==> src/rtl/ta_seq_pkg.sv <==
// Shared definitions for the 68040 transfer-acknowledge sequencer.
// Build option TA_SEQ_TIMEOUT_EN adds the bus-timeout states.
package ta_seq_pkg;

  typedef enum logic [2:0] {
    ST_IDLE,
    ST_WAIT,
    ST_ACK,
    ST_BEAT,
    ST_RECOVER
`ifdef TA_SEQ_TIMEOUT_EN
    , ST_TIMEOUT,
    ST_TEA
`endif
  } state_e;

  localparam logic [1:0] SIZ_LINE   = 2'b11;
  localparam int         LINE_BEATS = 4;

  localparam int WAIT_VEC_MAX   = 256;
  localparam int WAIT_FIELD_MAX = 16;

  // Callers zero-extend their packed wait vector to WAIT_VEC_MAX bits.
  function automatic logic [WAIT_FIELD_MAX-1:0] wait_field(
    input logic [WAIT_VEC_MAX-1:0] vec,
    input int                      idx,
    input int                      w
  );
    logic [WAIT_VEC_MAX-1:0] sh;
    sh = (vec >> (idx * w)) & ((WAIT_VEC_MAX'(1) << w) - WAIT_VEC_MAX'(1));
    return sh[WAIT_FIELD_MAX-1:0];
  endfunction

endpackage

==> src/rtl/ta_sequencer_space_select.sv <==
// Priority encoder: lowest set SPACE_SEL bit picks the space and its
// wait-state, burst and cache-inhibit attributes.
module ta_space_select
  import ta_seq_pkg::*;
#(
  parameter int                          N_SPACES    = 4,
  parameter int                          WAIT_W      = 4,
  parameter logic [N_SPACES*WAIT_W-1:0]  WAIT_STATES = 16'h0003,
  parameter logic [N_SPACES-1:0]         BURST_MASK  = 4'b0000,
  parameter logic [N_SPACES-1:0]         CI_MASK     = 4'b0000
) (
  input  logic [N_SPACES-1:0] space_sel,
  output logic                sel_valid,
  output logic [WAIT_W-1:0]   sel_wait,
  output logic                sel_burst,
  output logic                sel_ci
);

  localparam int IDX_W = (N_SPACES > 1) ? $clog2(N_SPACES) : 1;

  logic [IDX_W-1:0] idx;

  always_comb begin
    idx       = '0;
    sel_valid = 1'b0;
    for (int i = N_SPACES - 1; i >= 0; i--) begin
      if (space_sel[i]) begin
        idx       = IDX_W'(i);
        sel_valid = 1'b1;
      end
    end
    sel_wait  = WAIT_W'(wait_field(WAIT_VEC_MAX'(WAIT_STATES), 32'(idx), WAIT_W));
    sel_burst = BURST_MASK[idx];
    sel_ci    = CI_MASK[idx];
  end

endmodule

==> src/rtl/ta_sequencer.sv <==
// MC68040 TA/TBI/TCI generator for N decoded spaces with wait states and
// 4-beat line bursts. Optional bus timeout: define TA_SEQ_TIMEOUT_EN.
module ta_sequencer
  import ta_seq_pkg::*;
#(
  parameter int                          N_SPACES    = 4,
  parameter int                          WAIT_W      = 4,
  parameter logic [N_SPACES*WAIT_W-1:0]  WAIT_STATES = 16'h0003,
  parameter int                          BEAT_WAIT   = 0,
  parameter logic [N_SPACES-1:0]         BURST_MASK  = 4'b0000,
  parameter logic [N_SPACES-1:0]         CI_MASK     = 4'b0000
`ifdef TA_SEQ_TIMEOUT_EN
  , parameter int                        TIMEOUT_CYCLES = 1024
`endif
) (
  input  logic                CLK40,
  input  logic                nRESET,
  input  logic                nTS,
  input  logic [1:0]          SIZ,
  input  logic [N_SPACES-1:0] SPACE_SEL,
`ifdef TA_SEQ_TIMEOUT_EN
  input  logic                nTA_IN,
  output logic                nTEA_OUT,
`endif
  output logic                nTA_OUT,
  output logic                nTBI_OUT,
  output logic                nTCI_OUT,
  output logic                BUS_OE,
  output logic                BUSY
);

`ifdef TA_SEQ_TIMEOUT_EN
  localparam int TMO_W = $clog2(TIMEOUT_CYCLES + 1);
  localparam int CNT_W = (TMO_W > WAIT_W) ? TMO_W : WAIT_W;
`else
  localparam int CNT_W = WAIT_W;
`endif

  state_e           state_q, state_d;
  logic [CNT_W-1:0] cnt_q, cnt_d;
  logic [2:0]       beats_q, beats_d;
  logic             tbi_q, tbi_d;
  logic             ci_q, ci_d;

  logic              sel_valid;
  logic [WAIT_W-1:0] sel_wait;
  logic              sel_burst;
  logic              sel_ci;

  ta_space_select #(
    .N_SPACES    (N_SPACES),
    .WAIT_W      (WAIT_W),
    .WAIT_STATES (WAIT_STATES),
    .BURST_MASK  (BURST_MASK),
    .CI_MASK     (CI_MASK)
  ) u_sel (
    .space_sel (SPACE_SEL),
    .sel_valid (sel_valid),
    .sel_wait  (sel_wait),
    .sel_burst (sel_burst),
    .sel_ci    (sel_ci)
  );

  // Attributes a new transfer would load if captured this clock.
  logic   siz_line;
  logic   capture;
  state_e load_state;
  logic [2:0] load_beats;

  assign siz_line   = (SIZ == SIZ_LINE);
  assign capture    = !nTS && sel_valid;
  assign load_state = (sel_wait == '0) ? ST_ACK : ST_WAIT;
  assign load_beats = (siz_line && sel_burst) ? 3'(LINE_BEATS) : 3'd1;

`ifdef TA_SEQ_TIMEOUT_EN
  logic sel_multi;
  assign sel_multi = |(SPACE_SEL & (SPACE_SEL - N_SPACES'(1)));
`endif

  always_ff @(posedge CLK40 or negedge nRESET) begin
    if (!nRESET) begin
      state_q <= ST_IDLE;
      cnt_q   <= '0;
      beats_q <= '0;
      tbi_q   <= 1'b0;
      ci_q    <= 1'b0;
    end else begin
      state_q <= state_d;
      cnt_q   <= cnt_d;
      beats_q <= beats_d;
      tbi_q   <= tbi_d;
      ci_q    <= ci_d;
    end
  end

  always_comb begin
    state_d  = state_q;
    cnt_d    = cnt_q;
    beats_d  = beats_q;
    tbi_d    = tbi_q;
    ci_d     = ci_q;
    nTA_OUT  = 1'b1;
    nTBI_OUT = 1'b1;
    nTCI_OUT = 1'b1;
    BUS_OE   = 1'b0;
    BUSY     = (state_q != ST_IDLE);
`ifdef TA_SEQ_TIMEOUT_EN
    nTEA_OUT = 1'b1;
`endif

    case (state_q)
      ST_IDLE, ST_RECOVER: begin
        BUS_OE  = (state_q == ST_RECOVER);
        state_d = ST_IDLE;
        // RECOVER also accepts a new TS so back-to-back cycles lose no clock.
        if (capture) begin
          state_d = load_state;
          cnt_d   = CNT_W'(sel_wait);
          beats_d = load_beats;
          tbi_d   = siz_line && !sel_burst;
          ci_d    = sel_ci;
`ifdef TA_SEQ_TIMEOUT_EN
          if (sel_multi) state_d = ST_TEA;
        end else if (!nTS) begin
          state_d = ST_TIMEOUT;
          cnt_d   = CNT_W'(TIMEOUT_CYCLES);
`endif
        end
      end

      ST_WAIT: begin
        if (cnt_q <= CNT_W'(1)) state_d = ST_ACK;
        else                    cnt_d   = cnt_q - CNT_W'(1);
      end

      ST_ACK: begin
        nTA_OUT  = 1'b0;
        nTBI_OUT = !tbi_q;
        nTCI_OUT = !ci_q;
        BUS_OE   = 1'b1;
        beats_d  = beats_q - 3'd1;
        if (beats_q > 3'd1) begin
          if (BEAT_WAIT == 0) begin
            state_d = ST_ACK;
          end else begin
            state_d = ST_BEAT;
            cnt_d   = CNT_W'(BEAT_WAIT);
          end
        end else begin
          state_d = ST_RECOVER;
        end
      end

      // TA is held driven high between beats rather than released.
      ST_BEAT: begin
        BUS_OE = 1'b1;
        if (cnt_q <= CNT_W'(1)) state_d = ST_ACK;
        else                    cnt_d   = cnt_q - CNT_W'(1);
      end

`ifdef TA_SEQ_TIMEOUT_EN
      ST_TIMEOUT: begin
        if (!nTA_IN)                 state_d = ST_IDLE;
        else if (cnt_q <= CNT_W'(1)) state_d = ST_TEA;
        else                         cnt_d   = cnt_q - CNT_W'(1);
      end

      ST_TEA: begin
        nTEA_OUT = 1'b0;
        BUS_OE   = 1'b1;
        state_d  = ST_RECOVER;
      end
`endif

      default: state_d = ST_IDLE;
    endcase
  end

endmodule

==> config.mk <==
export PLATFORM = sky130hd
export DESIGN_NAME = ta_sequencer
export DESIGN_NICKNAME = d
export VERILOG_FILES = /design/src/rtl/ta_seq_pkg.sv /design/src/rtl/ta_sequencer_space_select.sv /design/src/rtl/ta_sequencer.sv
export SDC_FILE = /design/constraint.sdc
export NUM_CORES = 1
export LEC_CHECK = 0
export ABC_AREA = 1
export ABC_CLOCK_PERIOD_IN_PS = 1380
export CELL_PAD_IN_SITES_DETAIL_PLACEMENT = 1
export CELL_PAD_IN_SITES_GLOBAL_PLACEMENT = 1
export CORE_UTILIZATION = 36
export CTS_CLUSTER_DIAMETER = 60
export DETAILED_ROUTE_END_ITERATION = 8
export PLACE_DENSITY = 0.76
export SETUP_SLACK_MARGIN = 0.05
export SLEW_MARGIN = 0
export SYNTH_ARGS = -nofsm -noshare
export SYNTH_HDL_FRONTEND = slang
export SYNTH_HIERARCHICAL = 1
export SYNTH_SLANG_ARGS = --single-unit
==> constraint.sdc <==
create_clock -name CLK40 -period 1.38 [get_ports CLK40]
set_input_delay 0.207 -clock CLK40 [delete_from_list [all_inputs] [get_ports CLK40]]
set_output_delay 0.207 -clock CLK40 [all_outputs]
set_load 0.02 [all_outputs]
### Word level (Yosys, flattened, before mapping)

Index checks and enable logic that the tools add are counted.

| cells by class | value |
|---|---|
| add/sub/neg operators | 2 |
| $lt $le $gt $ge | 3 |
| equal/unequal tests | 8 |
| shift-type cells | 1 |
| muxes and demuxes | 25 |
| reduce and logical (&&, ||, !) cells | 18 |

Operators with widths:

| operator | count |
|---|---|
| $mux 2 | 6 |
| $mux 3 | 4 |
| $pmux 3 s3 | 1 |
| $mux 1 | 8 |
| $mux 4 | 2 |
| $pmux 4 s2 | 1 |
| $eq 3x2->1 const B | 2 |
| $pmux 3 s2 | 1 |
| $reduce_or 2->1 | 3 |
| $le 4x1->1 const B | 1 |
| $logic_not 1->1 | 4 |
| $logic_not 4->1 | 1 |
| $ne 2x2->1 const B | 2 |
| $reduce_and 2->1 | 2 |
| $reduce_bool 2->1 | 2 |
| $shr 2x4->4 const A | 1 |
| $sub 4x1->4 const B | 1 |
| $eq 3x1->1 const B | 1 |
| $eq 3x3->1 const B | 1 |
| $gt 3x1->1 const B | 1 |
| $logic_and 1x1->1 | 3 |
| $logic_not 3->1 | 1 |
| $lt 2x3->1 const B | 1 |
| $reduce_and 3->1 | 1 |
| 6 further kinds | 6 |

| word-level totals | value |
|---|---|
| bits in registers | 12 |
| input port bits | 9 |
| output and inout port bits | 5 |
| logic and storage cells | 62 |

### Logic depth before layout (Yosys ltp)

Gate-level depths: netlist of the first run.

| depth | value |
|---|---|
| depth in word-level cells | 10 |
| depth in mapped cells | 11 |
| gate-level depth less buffers | 10 |

### By module

The synthesis of the first run kept the hierarchy.

Modules (own cells, without submodules):

| module | instances | cells each | area each (um2) | sequential area each (um2) |
|---|---|---|---|---|
| ta_sequencer | 1 | 104 | 759.5 | 300.3 |
| ta_space_select | 1 | 12 | 67.6 | 0.0 |

### Worst setup path before layout of the first run

No wires, ideal clock.

| timing path | value |
|---|---|
| kind | register -> register |
| start | register cnt_q[0] |
| end | register cnt_q[2] |
| setup time | 0.121 ns |
| arrival time | 1.072 ns |
| required time | 1.259 ns |
| path slack | 0.187 ns |
| stages on the path, launching flop included | 11 |
| path buffers | 0 |
| clock period less this slack | 1.193 ns |
| cells stage by stage | dfrtp_1 > inv_1 > ha_1 > inv_1 > nand2_1 > nand2_1 > nand2_4 > nand2_4 > inv_2 > nand2_1 > o21ai_1 |

| between the ends | value |
|---|---|
| word-level cells in the longest chain between the ends | 3 |
| elaborated cells on any way between the ends | 6 |
| classes of those cells | add/sub (1); order compare (1); eq/ne (1); mux (2); reduce/logical (1) |

Ends and longest elaborated chain:

| what | RTL line | RTL |
|---|---|---|
| from (decl) | ta_sequencer.sv:40 | `logic [CNT_W-1:0] cnt_q, cnt_d;` |
| from (signal assigned) | ta_sequencer.sv:89 | `cnt_q <= cnt_d;` |
| $sub 4x1->4 or $le 4x1->1 (tied branches) | n/a |  |
| $mux 4 or $ne 2x2->1 (tied branches) | n/a |  |
| $pmux 4 s2 or $reduce_and 3->1 (tied branches) | n/a |  |

Several ways; a longest one is shown, not always the timed one. The select of a mux whose other input is x is not followed.
A chain may end at the register's enable or synchronous reset.

### Final worst setup path of the first run

| timing path | value |
|---|---|
| start | register state_q[1] |
| end | output port BUS_OE |

| between the ends | value |
|---|---|
| word-level cells in the longest chain between the ends | 3 |
| elaborated cells on any way between the ends | 7 |
| classes of those cells | eq/ne (3); mux (1); reduce/logical (3) |

Ends and longest elaborated chain:

| what | RTL line | RTL |
|---|---|---|
| from (decl) | ta_sequencer.sv:39 | `state_e state_q, state_d;` |
| from (signal assigned) | ta_sequencer.sv:88 | `state_q <= state_d;` |
| $eq 3x2->1 (tied with other cells) | ta_sequencer.sv:111 | `case (state_q)` |
| $reduce_or 2->1 (on tied branches) | n/a |  |
| $pmux 1 s2 * | ta_sequencer.sv:111 |  |
| to (decl) | ta_sequencer.sv:28 | `output logic BUS_OE,` |

Every way passes the cells marked *; elsewhere a longest branch is shown, timed or not.

==> results of run 1 <==
[cells by family after synthesis]
group           count (synthesis)
simple gates                   60
buf+inv                        24
compound gates                 14
flops                          12
fa+ha+maj                       4
xor+xnor                        1
other cells                     1
[synthesized netlist by cell type, drive strengths merged, types with 4 or more instances]
| library cell | number |
|---|---|
| nand3 | 10 |
| ha | 4 |
| dfrtp | 12 |
| nand2 | 41 |
| nor2 | 8 |
| buf | 5 |
| inv | 19 |
| o21ai | 9 |
[cell type report]
type / instances / area (um^2) / area share
sequential: 12 / 303 / 0.259
clock buffer: 3 / 22.5 / 0.0192
inverter: 19 / 73.8 / 0.0630
multi-input combinational: 83 / 480 / 0.410
tap: 27 / 33.8 / 0.0288
timing repair buffer: 30 / 258 / 0.220
[registers in the layout, summed over array words and instances (netlist names)]
register  cells
ci_q          1
tbi_q         1
beats_q       3
state_q       3
cnt_q         4
[power breakdown]
group	total (mW)	switching, mW	leakage (nW)	internal (mW)
combinational	1.82	0.993	0.425	0.822
clock	0.221	0.119	0.0138	0.101
sequential	0.699	0.164	0.146	0.535
[per-layer routing]
metal,GRT usage,wire (um),share of wire,vias up
li1,-,-,-,414
met1,0.226,925,0.44,370
met2,0.306,1090,0.52,18
met3,0.0463,74,0.035,2
met4,0.0571,11,0.0052,0
met5,0,0,0,-
[cell usage in the layout, fill, tap and decap left out]
master            n
a21boi_1          1
a21oi_1           1
buf_2             1
buf_4            17
buf_6             4
clkbuf_4          3
clkdlybuf4s50_1   8
conb_1            4
dfrtp_1          10
dfrtp_2           2
ha_1              3
ha_4              1
inv_1            12
inv_2             6
inv_4             1
nand2_1          32
nand2_2           6
nand2_4           2
nand2_8           1
nand3_1           9
nand3_4           1
nand3b_1          1
nor2_1            4
nor2_2            3
nor2_4            1
o211ai_1          1
o21ai_0           7
o21ai_1           2
o22ai_1           1
o31ai_1           1
xor2_1            1
[critical path: cells and delay by family, from the launching register on]
kind	cells	cell delay [ns]
simple gates	2	0.18
compound gates	1	0.07
buf+inv	1	0.19
flops	1	0.44
[per-stage QoR]
step / hold WS, ns / power (mW)
after floorplan: -0.0886 / 1.61
after global placement: 0.460 / 2.11
after detailed placement: 0.474 / 2.18
after CTS: 0.222 / 2.49
after global routing: 0.231 / 3.01
final: 0.220 / 2.73
[final timing paths]
| check | endpoint | depth (start not counted) |
|---|---|---|
| worst max-delay path | BUS_OE | 4 |
| worst min-delay path | tbi_q | 2 |
| worst max register to register | cnt_q[1] | 8 |
| worst min register to register | ci_q | 2 |
| max in group asynchronous | state_q[1] | 2 |
| min in group CLK40 | ci_q | 2 |
[repair_timing]
item | CTS | global route
resized for setup | 35 | 15
setup buffers | 2 | 4
pin swaps | 2 | 5
hold endpoints to repair | 0 | 0
endpoints found under the setup margin | 9 | 10
==> flow_metrics.env, run 1 <==
export IMPL_path_clk_slew_ns=0.08
export IMPL_dp_cells=165
export IMPL_stdcell_count=174
export IMPL_core_area_um2=2060
export IMPL_yosysWarnings=6
export IMPL_critPathSlowestCell="dfrtp_2"
export IMPL_slew_violations=0
export IMPL_cts_num_sinks=12
export IMPL_place_congestion=0.834
export IMPL_cp_max_fo=5
export IMPL_power_density_nw_per_um2=2330
export IMPL_antenna_found_initial=0
export IMPL_synth_top_area_frac=0.363
export IMPL_synth_top_cell_by_area="dfrtp_1"
export IMPL_cts_hold_buf=0
export IMPL_yosys_most_used_dff="dfrtp_1"
export IMPL_syn_to_final_growth_pct=41.6
export IMPL_synth_xor_area_frac=0.0106
export IMPL_fp_row_count=16
export IMPL_crit_chain="nor2_2 > nand2_1 > o21ai_0 > buf_2"
export IMPL_max_stage_delay_ns=0.44
export IMPL_drtAntennaViolNets=0
export IMPL_drt_pass1_iterations=4
export IMPL_num_antenna_cells=0
export IMPL_die_area_um2=2490
export IMPL_vias=804
export IMPL_dp_worst_setup_slack_ns=-0.158
export IMPL_cts_htree_levels=1
export IMPL_totalWireLength_um=2100
export IMPL_port_buffers=13
export IMPL_rsz0062_at_grt="yes"
export IMPL_synth_compound_area_frac=0.0953
export IMPL_cap_violations=0
export IMPL_cts_buffers=3
export IMPL_die_w_um=49.9
export IMPL_layout_drive_gt1_share=0.333
export IMPL_async_reset_ff_frac=1.00
export IMPL_dieHeight_um=49.9
export IMPL_synth_edf_count=0
export IMPL_p_leak_nw=0.585
export IMPL_avgViaCountPerCell=4.62
export IMPL_yosys_register_bits=12
export IMPL_post_route_util=0.568
export IMPL_nNetsFinal=162
export IMPL_cp_end_kind="output port"
export IMPL_grt_max_degree=13
export IMPL_clock_path_buffers=2
export IMPL_initial_utilization=0.401
export IMPL_io_pins=14
export IMPL_reg2reg_slack_ns=0.11
export IMPL_max_freq_mhz=737
export IMPL_setup_tns_final_ns=0
export IMPL_clkLatencyLatePin_ns=0.28
export IMPL_syn_area_per_cell_um2=7.13
export IMPL_muxShareOfSynthArea=0
export IMPL_yosys_area_share_simple=0.334
export IMPL_drt_iter0_drc=8
export IMPL_fillCellCount=272
export IMPL_hold_path_class="input pin to async pin"
export IMPL_period_needed_ns=1.36
export IMPL_finClkSkew_ns=0.00784
export IMPL_crit_type="register to output port"
export IMPL_post_route_period_util=0.983
export IMPL_cp_arrival_ns=1.15
export IMPL_drc=0
export IMPL_synth_cell_type_count=21
export IMPL_dp_hpwl_um=1550
export IMPL_first_global_vias=809
export IMPL_synth_top_family_by_area="simple AND/OR/NAND/NOR gates"
export IMPL_cts_root_buf="clkbuf_4"
export IMPL_track_usage=0.182
export IMPL_synth_adder_area_share=0.0605
export IMPL_syn_inst=116
export IMPL_cts_tree="yes"
export IMPL_synthesis_area_um2=827
export IMPL_hold_violations=0
export IMPL_final_cell_area_um2=1170
export IMPL_dpl_instance_area_um2=1050
export IMPL_required_ns=1.17
export IMPL_grt_overflow=0
export IMPL_netlist_top_cells_area="dfrtp_1 (36%), nand2_1 (17%), inv_1 (7.7%)"
export IMPL_ir_drop_mv=1.02
export IMPL_wl_per_cell_um=12.1
export IMPL_cp_start_kind="register"
export IMPL_cp_startpoint="state_q[1]"
export IMPL_r2r_start="state_q[0]"
export IMPL_worst_slack_ns=0.0236
export IMPL_status="completed"
export IMPL_setup_violations=0
export IMPL_ys_seq_area_frac=0.363
export IMPL_grt_pass1_wl_um=3390
Note: power is estimated with default switching activity, not from simulation.
==> inputs of run 2 (changes only) <==
ABC_AREA = unset   (was 1)
CORE_UTILIZATION = 39   (was 36)
PLACE_DENSITY = 0.77   (was 0.76)
==> flow_metrics.env, run 2 <==
export IMPL_grt_max_degree=13
export IMPL_cap_violations=0
export IMPL_syn_area_per_cell_um2=9.57
export IMPL_power_density_nw_per_um2=2380
export IMPL_cp_startpoint="cnt_q[1]"
export IMPL_cp_start_kind="register"
export IMPL_place_congestion=0.799
export IMPL_layout_drive_gt1_share=0.562
export IMPL_yosys_most_used_dff="dfrtp_1"
export IMPL_grt_overflow=0
export IMPL_avgViaCountPerCell=5.53
export IMPL_synth_top_area_frac=0.369
export IMPL_critPathSlowestCell="dfrtp_1"
export IMPL_syn_to_final_growth_pct=68.2
export IMPL_rsz0062_at_grt="yes"
export IMPL_hold_violations=0
export IMPL_reg2reg_depth=8
export IMPL_path_depth=8
export IMPL_drt_iter0_drc=13
export IMPL_cts_num_sinks=12
export IMPL_worst_slack_ns=-0.309
export IMPL_clock_path_buffers=2
export IMPL_r2r_start="cnt_q[1]"
export IMPL_pwr_share_clk=0.094
export IMPL_grt_pass1_wl_um=4170
export IMPL_synth_top_cell_by_area="dfrtp_1"
export IMPL_seqPwrFrac=0.225
export IMPL_top_regs="cnt_q x4, beats_q x3, state_q x3"
export IMPL_post_route_period_util=1.22
export IMPL_cts_htree_levels=1
export IMPL_clkLatencyLatePin_ns=0.29
export IMPL_cts_buffers=3
export IMPL_path_clk_slew_ns=0.09
export IMPL_async_reset_ff_frac=1.00
export IMPL_totalWireLength_um=3450
export IMPL_nNetsFinal=144
export IMPL_slew_violations=0
export IMPL_crit_chain="inv_2 > ha_4 > nor2_4 > buf_6 > o31ai_4 > buf_6 > o21ai_1 > o22ai_1"
export IMPL_syn_inst=85
export IMPL_track_usage=0.283
export IMPL_p_leak_nw=0.608
export IMPL_synthesis_area_um2=813
export IMPL_period_needed_ns=1.69
export IMPL_synth_top_cells_by_count="dfrtp_1 (12), nand2_1 (9), inv_1 (8)"
export IMPL_synth_edf_count=0
export IMPL_reg2reg_slack_ns=-0.31
export IMPL_cts_tree="yes"
export IMPL_switching_power_mw=1.44
export IMPL_p_sw_frac=0.442
export IMPL_power_internal_mw=1.81
export IMPL_drc=0
export IMPL_r2r_end="cnt_q[0]"
export IMPL_first_global_vias=872
export IMPL_crit_type="register to register"
export IMPL_violations="setup timing"
export IMPL_status="finished with violations"
export IMPL_yosysWarnings=6
export IMPL_max_freq_mhz=592
export IMPL_ir_drop_mv=1.61
export IMPL_critPathTopFamily="compound AO/OA/AOI/OAI gates"
export IMPL_largest_register="cnt_q"
export IMPL_num_antenna_cells=0
export IMPL_io_pins=14
export IMPL_hold_path_class="input pin to async pin"
export IMPL_cp_max_fo=4
export IMPL_port_buffers=13
export IMPL_crit_end="cnt_q[0]"
export IMPL_vias=868
export IMPL_crit_top_cell="buf_6"
export IMPL_hold_slack_ns=0.256
export IMPL_fp_row_count=16
export IMPL_synth_cell_type_count=36
export IMPL_dp_hpwl_um=1700
export IMPL_required_ns=1.55
export IMPL_drtAntennaViolNets=0
export IMPL_dieHeight_um=47.7
export IMPL_wl_per_cell_um=22.0
export IMPL_antenna_found_initial=0
export IMPL_largest_reg_flops=4
export IMPL_dp_cells=139
export IMPL_dp_worst_setup_slack_ns=-0.301
export IMPL_final_cell_mix="buf_4 (24), buf_6 (13), dfrtp_1 (10), clkdlybuf4s50_1 (8), nand2_1 (7)"
export IMPL_initial_utilization=0.415
export IMPL_finClkSkew_ns=0.00599
export IMPL_die_w_um=47.7
export IMPL_stdcell_count=157
export IMPL_core_area_um2=1960
export IMPL_cts_hold_buf=0
export IMPL_yosys_register_bits=12
export IMPL_netlist_top_cells_area="dfrtp_1 (37%), ha_1 (6.2%), buf_4 (5.5%)"
export IMPL_setup_violations=14
export IMPL_yosysMostFrequentCell="dfrtp_1"
export IMPL_max_stage_delay_ns=0.40
export IMPL_layout_commonest_cell="buf_4"
export IMPL_cp_arrival_ns=1.86
export IMPL_die_area_um2=2270
export IMPL_cts_root_buf="clkbuf_4"
export IMPL_crit_buf_inv=3
export IMPL_cp_end_kind="register"
export IMPL_drt_pass1_iterations=4
export IMPL_pwr_share_comb=0.681
export IMPL_ys_seq_area_frac=0.369
==> run 2: cell type report <==
class	count	area, um^2
clock buffer	4	36.3
sequential	12	303
timing repair buffer	45	407
fill	210	594
multi-input combinational	61	558
tap	27	33.8
inverter	8	30.0
==> run 2: worst reg2reg max path: cells and delay by family (launching register included) <==
| kind | cells | cell delay [ns] |
|---|---|---|
| AOI/OAI and AO/OA | 3 | 0.57 |
| and+or+nand+nor | 1 | 0.04 |
| adders and majority gates | 1 | 0.17 |
| buffers and inverters | 3 | 0.39 |
| DFF | 1 | 0.40 |
==> run 2: cell families after synthesis <==
family | after synthesis | synth area share
fa+ha+maj | 4 | 0.0615
buf+inv | 15 | 0.106
flops | 12 | 0.369
simple gates | 30 | 0.232
other cells | 1 | 0.00461
compound gates | 23 | 0.226
==> run 2: worst min path at each step <==
stage,startpoint,end,cells after the start
3_3_place_gp,ci_q,ci_q,2
5_1_grt,nRESET,cnt_q[3],2
3_5_place_dp,ci_q,ci_q,2
4_1_cts,nRESET,tbi_q,2
2_1_floorplan,nRESET,beats_q[0],0
6_report,nRESET,state_q[1],2
==> run 2: layer usage <==
| layer | vias to the layer above | routed length, um | part of all wire | global-route usage |
|---|---|---|---|---|
| li1 | 382 | - | - | - |
| met1 | 433 | 1360 | 0.39 | 0.344 |
| met2 | 34 | 1770 | 0.51 | 0.474 |
| met3 | 19 | 141 | 0.041 | 0.0717 |
| met4 | 0 | 176 | 0.051 | 0.122 |
| met5 | - | 0 | 0 | 0 |
==> run 2: through the flow <==
step                setup TNS, ns  utilization  power, mW  cell area [um^2]
floorplan                 -0.0910            -       1.55               840
global placement            -2.73        0.552       2.03              1080
detailed placement          -3.77        0.552       2.12              1080
CTS                         -1.16        0.659       2.88              1290
global route                -2.73        0.697       3.39              1370
finish                      -2.24        0.697       3.25              1370
==> run 2: repair_timing <==
| action | in CTS | in global routing |
|---|---|---|
| hold endpoints to repair | 0 | 0 |
| setup buffers | 9 | 6 |
| endpoints found under the setup margin | 16 | 16 |
| pin swaps | 9 | 5 |
| resized for setup | 51 | 12 |
==> run 2: power by group through the flow <==
stage,logic (mW),clock network (mW),registers [mW]
after floorplan,0.886,0,0.660
after global placement,1.35,0,0.676
after detailed placement,1.43,0,0.692
after CTS,1.88,0.303,0.696
after global routing,2.33,0.313,0.751
final,2.21,0.305,0.733
==> inputs of run 3 (changes only) <==
--- a/config.mk
+++ b/config.mk
@@ -7,7 +7,5 @@
 export LEC_CHECK = 0
 export ABC_CLOCK_PERIOD_IN_PS = 1380
-export CELL_PAD_IN_SITES_DETAIL_PLACEMENT = 1
-export CELL_PAD_IN_SITES_GLOBAL_PLACEMENT = 1
-export CORE_UTILIZATION = 39
+export CORE_UTILIZATION = 51
 export CTS_CLUSTER_DIAMETER = 60
 export DETAILED_ROUTE_END_ITERATION = 8
==> constraint.sdc (replaced) <==
create_clock -name CLK40 -period 1.38 [get_ports CLK40]
set_input_delay 0.345 -clock CLK40 [delete_from_list [all_inputs] [get_ports CLK40]]
set_output_delay 0.345 -clock CLK40 [all_outputs]
set_load 0.02 [all_outputs]
==> flow_metrics.env, run 3 (synthesis results as in run 2) <==
export IMPL_status="finished with violations"
export IMPL_violations="setup timing"
export IMPL_wl_met2_um=1610
export IMPL_path_clk_slew_ns=0.09
export IMPL_dp_worst_setup_slack_ns=-0.495
export IMPL_power_density_nw_per_um2=2310
export IMPL_cts_hold_buf=0
export IMPL_top_regs="cnt_q x4, beats_q x3, state_q x3"
export IMPL_nNetsFinal=143
export IMPL_drtAntennaViolNets=0
export IMPL_crit_type="register to output port"
export IMPL_cts_root_buf="clkbuf_4"
export IMPL_grt_pass1_wl_um=3830
export IMPL_cap_violations=0
export IMPL_clkLatencyLatePin_ns=0.28
export IMPL_wl_met1_um=1200
export IMPL_hold_violations=0
export IMPL_avgViaCountPerCell=6.21
export IMPL_setup_violations=17
export IMPL_grt_max_degree=13
export IMPL_layout_commonest_cell="buf_6"
export IMPL_cp_end_kind="output port"
export IMPL_drc=0
export IMPL_drt_pass1_iterations=4
export IMPL_cp_startpoint="state_q[2]"
export IMPL_final_cell_mix="buf_6 (19), buf_4 (17), dfrtp_1 (10), clkdlybuf4s50_1 (6)"
export IMPL_top_layer_used="met4"
export IMPL_cts_buffers=3
export IMPL_hold_slack_ns=0.369
export IMPL_finClkSkew_ns=0.00777
export IMPL_period_needed_ns=1.77
export IMPL_setup_tns_final_ns=-3.35
export IMPL_p_leak_nw=0.635
export IMPL_post_route_period_util=1.28
export IMPL_initial_utilization=0.546
export IMPL_wl_per_cell_um=22.2
export IMPL_dp_cells=129
export IMPL_cts_num_sinks=12
export IMPL_antenna_found_initial=0
export IMPL_dp_hpwl_um=1400
export IMPL_totalWireLength_um=3200
export IMPL_syn_to_final_growth_pct=70.3
export IMPL_track_usage=0.294
export IMPL_hold_path_class="input pin to async pin"
export IMPL_wl_met3_um=192
export IMPL_layout_drive_gt1_share=0.586
export IMPL_die_w_um=41.9
export IMPL_die_area_um2=1760
export IMPL_r2r_start="state_q[2]"
export IMPL_first_global_vias=810
export IMPL_cts_tree="yes"
export IMPL_stdcell_count=144
export IMPL_worst_slack_ns=-0.386
export IMPL_slew_violations=0
export IMPL_cp_max_fo=2
export IMPL_clock_path_buffers=2
export IMPL_place_congestion=0.880
export IMPL_largest_register="cnt_q"
export IMPL_cp_start_kind="register"
export IMPL_cts_htree_levels=1
export IMPL_vias=894
export IMPL_grt_overflow=0
export IMPL_dieHeight_um=41.9
export IMPL_rsz0062_at_grt="yes"
export IMPL_num_antenna_cells=0
export IMPL_post_route_util=0.930
export IMPL_port_buffers=13
export IMPL_io_pins=14
export IMPL_fp_row_count=14
export IMPL_required_ns=1.03
export IMPL_core_area_um2=1490
export IMPL_cp_arrival_ns=1.42
export IMPL_largest_reg_flops=4
export IMPL_max_freq_mhz=566
export IMPL_ir_drop_mv=1.92
export IMPL_drt_iter0_drc=31
-- run 3: cell count changes in the layout (fill, tap and decap cells not counted), moves of 2 or more --
cell | previous run | this run
buf_6 | 13 | 19
dlygate4sd2_1 | 0 | 2
nand2_1 | 7 | 5
nand2_4 | 0 | 2
clkdlybuf4s50_1 | 8 | 6
buf_4 | 24 | 17
-- run 3: where the power goes --
part	internal (mW)	leakage, nW	switching, mW
clock network	0.101	0.0138	0.130
logic	1.12	0.477	1.08
registers	0.521	0.144	0.241
-- run 3: what timing repair did --
action / 4_1_cts / 5_1_grt
gates resized for setup: 53 / 25
setup endpoints to repair: 15 / 17
buffers inserted: 11 / 3
pin swaps: 9 / 9
hold endpoints to repair: 0 / 0
-- run 3: metal layers --
metal,vias up,GRT usage
met3,24,0.0652
li1,382,-
met2,59,0.516
met4,0,0.0645
met1,429,0.367
met5,-,0
-- run 3: metrics by stage --
step | power [mW] | cell area, um^2
CTS | 2.65 | 1270
detailed placement | 2.13 | 1080
global route | 3.34 | 1390
global placement | 2.05 | 1080
finish | 3.20 | 1390
floorplan | 1.56 | 848
-- run 3: worst paths after layout --
check,to,slack [ns],cells after the start
hold / removal,tbi_q,0.37,2
setup reg to reg,beats_q[1],-0.26,9
min in group CLK40,ci_q,0.57,2
max in group asynchronous,cnt_q[0],0.83,2
setup / recovery,nTA_OUT,-0.39,5
hold reg to reg,ci_q,0.57,2
-- run 3: worst max-delay path, stage by stage (launching register included) --
cell and delay, ns:
dfrtp_1 0.39, and2b_1 0.22, nor2b_4 0.18, buf_6 0.12
clkinvlp_4 0.09, buf_6 0.14
-- run 3: final cells by class --
| type | instances | area, um^2 |
|---|---|---|
| fillers | 49 | 104 |
| repair buffers | 44 | 419 |
| inverters | 8 | 33.8 |
| well taps | 16 | 20.0 |
| clock buffers | 3 | 22.5 |
| flip-flops and latches | 12 | 303 |
| multi-input cells | 61 | 587 |
==> patch 1, RTL diff (flow settings as in run 1) <==
`WAIT_W` is set to 4 in 2 places; all go to 6.
--- a/src/rtl/ta_sequencer_space_select.sv
+++ b/src/rtl/ta_sequencer_space_select.sv
@@ -5,5 +5,5 @@
 #(
   parameter int                          N_SPACES    = 4,
-  parameter int                          WAIT_W      = 4,
+  parameter int                          WAIT_W      = 6,
   parameter logic [N_SPACES*WAIT_W-1:0]  WAIT_STATES = 16'h0003,
   parameter logic [N_SPACES-1:0]         BURST_MASK  = 4'b0000,
--- a/src/rtl/ta_sequencer.sv
+++ b/src/rtl/ta_sequencer.sv
@@ -5,5 +5,5 @@
 #(
   parameter int                          N_SPACES    = 4,
-  parameter int                          WAIT_W      = 4,
+  parameter int                          WAIT_W      = 6,
   parameter logic [N_SPACES*WAIT_W-1:0]  WAIT_STATES = 16'h0003,
   parameter int                          BEAT_WAIT   = 0,
Behaviour: same outputs for any inputs over 10 cycles, from zero or initial values and one cycle with nRESET low; that may be too few to reach the edited logic, so the function may still have changed.
==> patch 1 against run 1 <==
- the run now ends with setup timing left
- area after synthesis is 19% higher
- cell area is 26% higher
- wire length is 52% higher
- sequential cell count is 2 higher
- total power is 39% higher
- setup slack worse by 0.057 ns
- hold slack better by 0.0035 ns
- sequential power is 19% higher
- largest power group unchanged
==> patch 1: results (changes against run 1) <==
metric,value,unit,change
first-pass GRT wire length,4350,um,was 3390 um
final WL,3190,um,was 2100 um
Met3 Wirelength,109,um,was 74 um
fin nets,194,,was 162
Avg Inst Size Synth,6.90,um^2,was 7.13 um^2
outcome,finished with violations,,"was complete, no violations"
Worst path slowest cell,dfrtp_1,,was dfrtp_2
Initial DRC Count,13,,was 8
final worst setup slack,-0.0337,ns,was 0.0236 ns
Sum Neg Setup Slack,-0.0783,ns,was 0 ns
"Arr. time, crit path",1.62,ns,was 1.15 ns
Synth Area in Compound Gates,0.0760,,was 0.0953
Synth cell types,21,,unchanged
M1 WL,1340,um,was 925 um
Via density,4.93,,was 4.62
register clock-pin slew on the reported worst setup and hold paths,0.10,ns,was 0.08 ns
top flop regs,"cnt_q (6), beats_q (3), state_q (3)",,"was cnt_q (4), beats_q (3), state_q (3)"
Overall Global Routing Usage,0.211,,was 0.182
Wirelength per Cell,15.2,um,was 12.1 um
largest net degree at the start of global routing,15,,was 13
worst r2r dst,tbi_q,,was cnt_q[1]
vias in the first global route,1010,,was 809
post-DP HPWL,2020,um,was 1550 um
Crit path largest cell delay,0.41,ns,was 0.44 ns
met2 WL post-DR,1720,um,was 1090 um
DP Cell Count,200,,was 165
final setup vio count,5,,was 0
post-synthesis adder-cell area fraction,0.0507,,was 0.0605
Leakage,0.725,nW,was 0.585 nW
FF-to-FF path depth,7,,was 8
synth top area cells,"dfrtp_1 (35%), nand2_1 (17%), nand3_1 (7.1%)",,"was dfrtp_1 (36%), nand2_1 (17%), inv_1 (7.7%)"
Placed Area,0.00124,mm^2,was 0.00105 mm^2
share of post-route cells with drive strength above 1,0.411,,was 0.333
most frequent cells after synthesis,"nand2_1 (46), inv_1 (16), dfrtp_1 (14), nand3_1 (14), nor2_1 (12)",,"was nand2_1 (38), inv_1 (17), dfrtp_1 (12)"
Hold Worst Slack,0.223,ns,was 0.220 ns
violations in the final reports,setup timing,,
==> patch 1: logic make-up after synthesis <==
kind of cell	Yosys count
other	1
adder cells (fa/ha/maj)	4
AO/OA/AOI/OAI	14
flip-flops	14
AND/OR/NAND/NOR	83
buffers and inverters	26
XOR/XNOR	1
==> patch 1: layer usage <==
metal  vias to the layer above  GRT usage
li1                        510          -
met1                       500      0.250
met2                        22      0.384
met3                         4     0.0583
met4                         0     0.0256
met5                         -          0
==> patch 1: how the worst max path moves through the flow <==
stage | cells past startpoint | start | endpoint | slack, ns
after detailed placement | 10 | SPACE_SEL[2] | state_q[1] | -0.26
after global routing | 4 | state_q[0] | BUS_OE | -0.08
final | 7 | state_q[0] | tbi_q | -0.03
after floorplan | 10 | cnt_q[0] | cnt_q[2] | 0.05
after CTS | 4 | state_q[1] | BUS_OE | -0.03
after global placement | 10 | SPACE_SEL[2] | state_q[1] | -0.18
==> patch 1: layout make-up <==
class | count | area (um^2)
fillers | 325 | 1060
multi-input cells | 109 | 676
flip-flops and latches | 14 | 353
well taps | 30 | 37.5
inverters | 18 | 70.1
clock buffers | 4 | 36.3
repair buffers | 35 | 309
==> patch 1: worst max-delay path: cells and delay by family (launching register included) <==
kind,cells,cell delay [ns]
buffers and inverters,4,0.43
flip-flops,1,0.41
AND/OR/NAND/NOR,2,0.30
AO/OA/AOI/OAI,1,0.18
==> patch 1: report_power, final <==
group | total [mW] | leakage (nW) | switching, mW | internal, mW
Clock | 0.312 | 0.0210 | 0.151 | 0.161
Sequential | 0.831 | 0.172 | 0.216 | 0.616
Combinational | 2.67 | 0.532 | 1.52 | 1.15
Total | 3.81 | 0.725 | 1.88 | 1.93
==> patch 2, RTL diff (flow settings as in run 1) <==
Made on the original files. Reset style: synchronous (`nRESET`), changed in one clocked block.
--- a/src/rtl/ta_sequencer.sv
+++ b/src/rtl/ta_sequencer.sv
@@ -78,5 +78,5 @@
 `endif
 
-  always_ff @(posedge CLK40 or negedge nRESET) begin
+  always_ff @(posedge CLK40) begin
     if (!nRESET) begin
       state_q <= ST_IDLE;
Function: differs if nRESET is asserted again (counterexample within 4 cycles, from zero or initial values and one cycle with nRESET low); with nRESET held inactive, the same outputs for 10 cycles.
==> patch 2 against run 1 <==
- sequential cell count did not move
- critical path depth rose by 1
- core utilization fell by 4.4 points
- area after synthesis rose by 2.0%
- synthesized cell count rose by 7.8%
- sequential share of layout area fell by 4.4 points
- setup slack improved by 0.021 ns
- final cell count rose by 2.9%
- wire length rose by 15%
- first-iteration DRC count fell by 25%
- cell area fell by 0.96%
Power is not compared: it rests on default switching activity, and its combinational part moved more than twofold at a synthesized area within 25%.
==> patch 2: results (changes against run 1) <==
metric,value,unit,change
outcome,"complete, no violations",,unchanged
asr flop ratio synth,0,,was 1.00
Placed Area,0.00104,mm^2,was 0.00105 mm^2
clock skew,0.0136,ns,was 0.00784 ns
grt met2 use,0.382,,was 0.306
footprint of the multi-input gates,531,um^2,was 480 um^2
largest net degree at the start of global routing,10,,was 13
Clock Latency Late Sink,0.28,ns,about the same
Multi-In Gates,86,,was 83
vias in the first global route,905,,was 809
Worst path slowest cell,dfxtp_2,,was dfrtp_2
sequential fraction of the synthesis area,0.285,,was 0.363
GRT met3 Usage,0.0212,,was 0.0463
port buffer count,13,,unchanged
fillcell total,300,,was 272
share of post-route cells with drive strength above 1,0.351,,was 0.333
NonClk Buf Share,0.184,,was 0.220
"Arr. time, crit path",1.13,ns,was 1.15 ns
first-pass GRT wire length,4030,um,was 3390 um
Non-clk bufs,25,,was 30
fin nets,165,,was 162
Overall Global Routing Usage,0.219,,was 0.182
post-DP HPWL,1590,um,was 1550 um
worst min path class,reg -> reg,,was in -> async
final worst setup slack,0.0450,ns,was 0.0236 ns
clock-cell share of area,0.0313,,was 0.0192
Cells after Synth,125,,was 116
CP max FO,4,,was 5
Synth cell types,23,,was 21
Hold Worst Slack,0.497,ns,was 0.220 ns
final-layout clock buffer total,4,,was 3
Initial DRC Count,6,,was 8
most frequent cells after synthesis,"nand2_1 (25), inv_1 (18), dfxtp_1 (12)",,"was nand2_1 (38), inv_1 (17), dfrtp_1 (12)"
GP Congestion,0.742,,was 0.834
Met3 Wirelength,44,um,was 74 um
register area,249,um^2,was 303 um^2
met1 Usage GRT,0.259,,was 0.226
met2 WL post-DR,1250,um,was 1090 um
M1 WL,1080,um,was 925 um
fin cells,179,,was 174
Signal inverters,24,,was 19
synth top area cells,"dfxtp_1 (28%), nand2_1 (11%), inv_1 (8.0%)",,"was dfrtp_1 (36%), nand2_1 (17%), inv_1 (7.7%)"
Wirelength per Cell,13.5,um,was 12.1 um
cts repair resizes,27,,was 35
patch 2: cell types whose count changed after synthesis, moves of 3 or more:
cell     change
dfrtp_1     -12
a21oi_1      +6
o21ai_1      +8
dfxtp_1     +12
inv_2        +3
o21ai_0      -3
nand2_1     -13
nor2_1       +6
patch 2: kinds of logic after synthesis:
kind of cell | after synthesis | synth area share
compound gates | 22 | 0.135
xor+xnor | 1 | 0.0104
fa+ha+maj | 4 | 0.0593
buf+inv | 30 | 0.160
flops | 12 | 0.285
other cells | 1 | 0.00445
simple gates | 55 | 0.346
patch 2: where the power goes:
part / internal, mW / total [mW] / switching (mW) / leakage (nW)
clock network: 0.161 / 0.287 / 0.126 / 0.0210
logic: 0.282 / 0.675 / 0.393 / 0.417
registers: 0.406 / 0.466 / 0.0601 / 0.101
patch 2: final timing paths:
kind,from,endpoint,depth (start not counted)
setup reg to reg,state_q[0],state_q[1],9
hold / removal,tbi_q,tbi_q,2
hold reg to reg,tbi_q,tbi_q,2
setup / recovery,state_q[0],nTCI_OUT,5
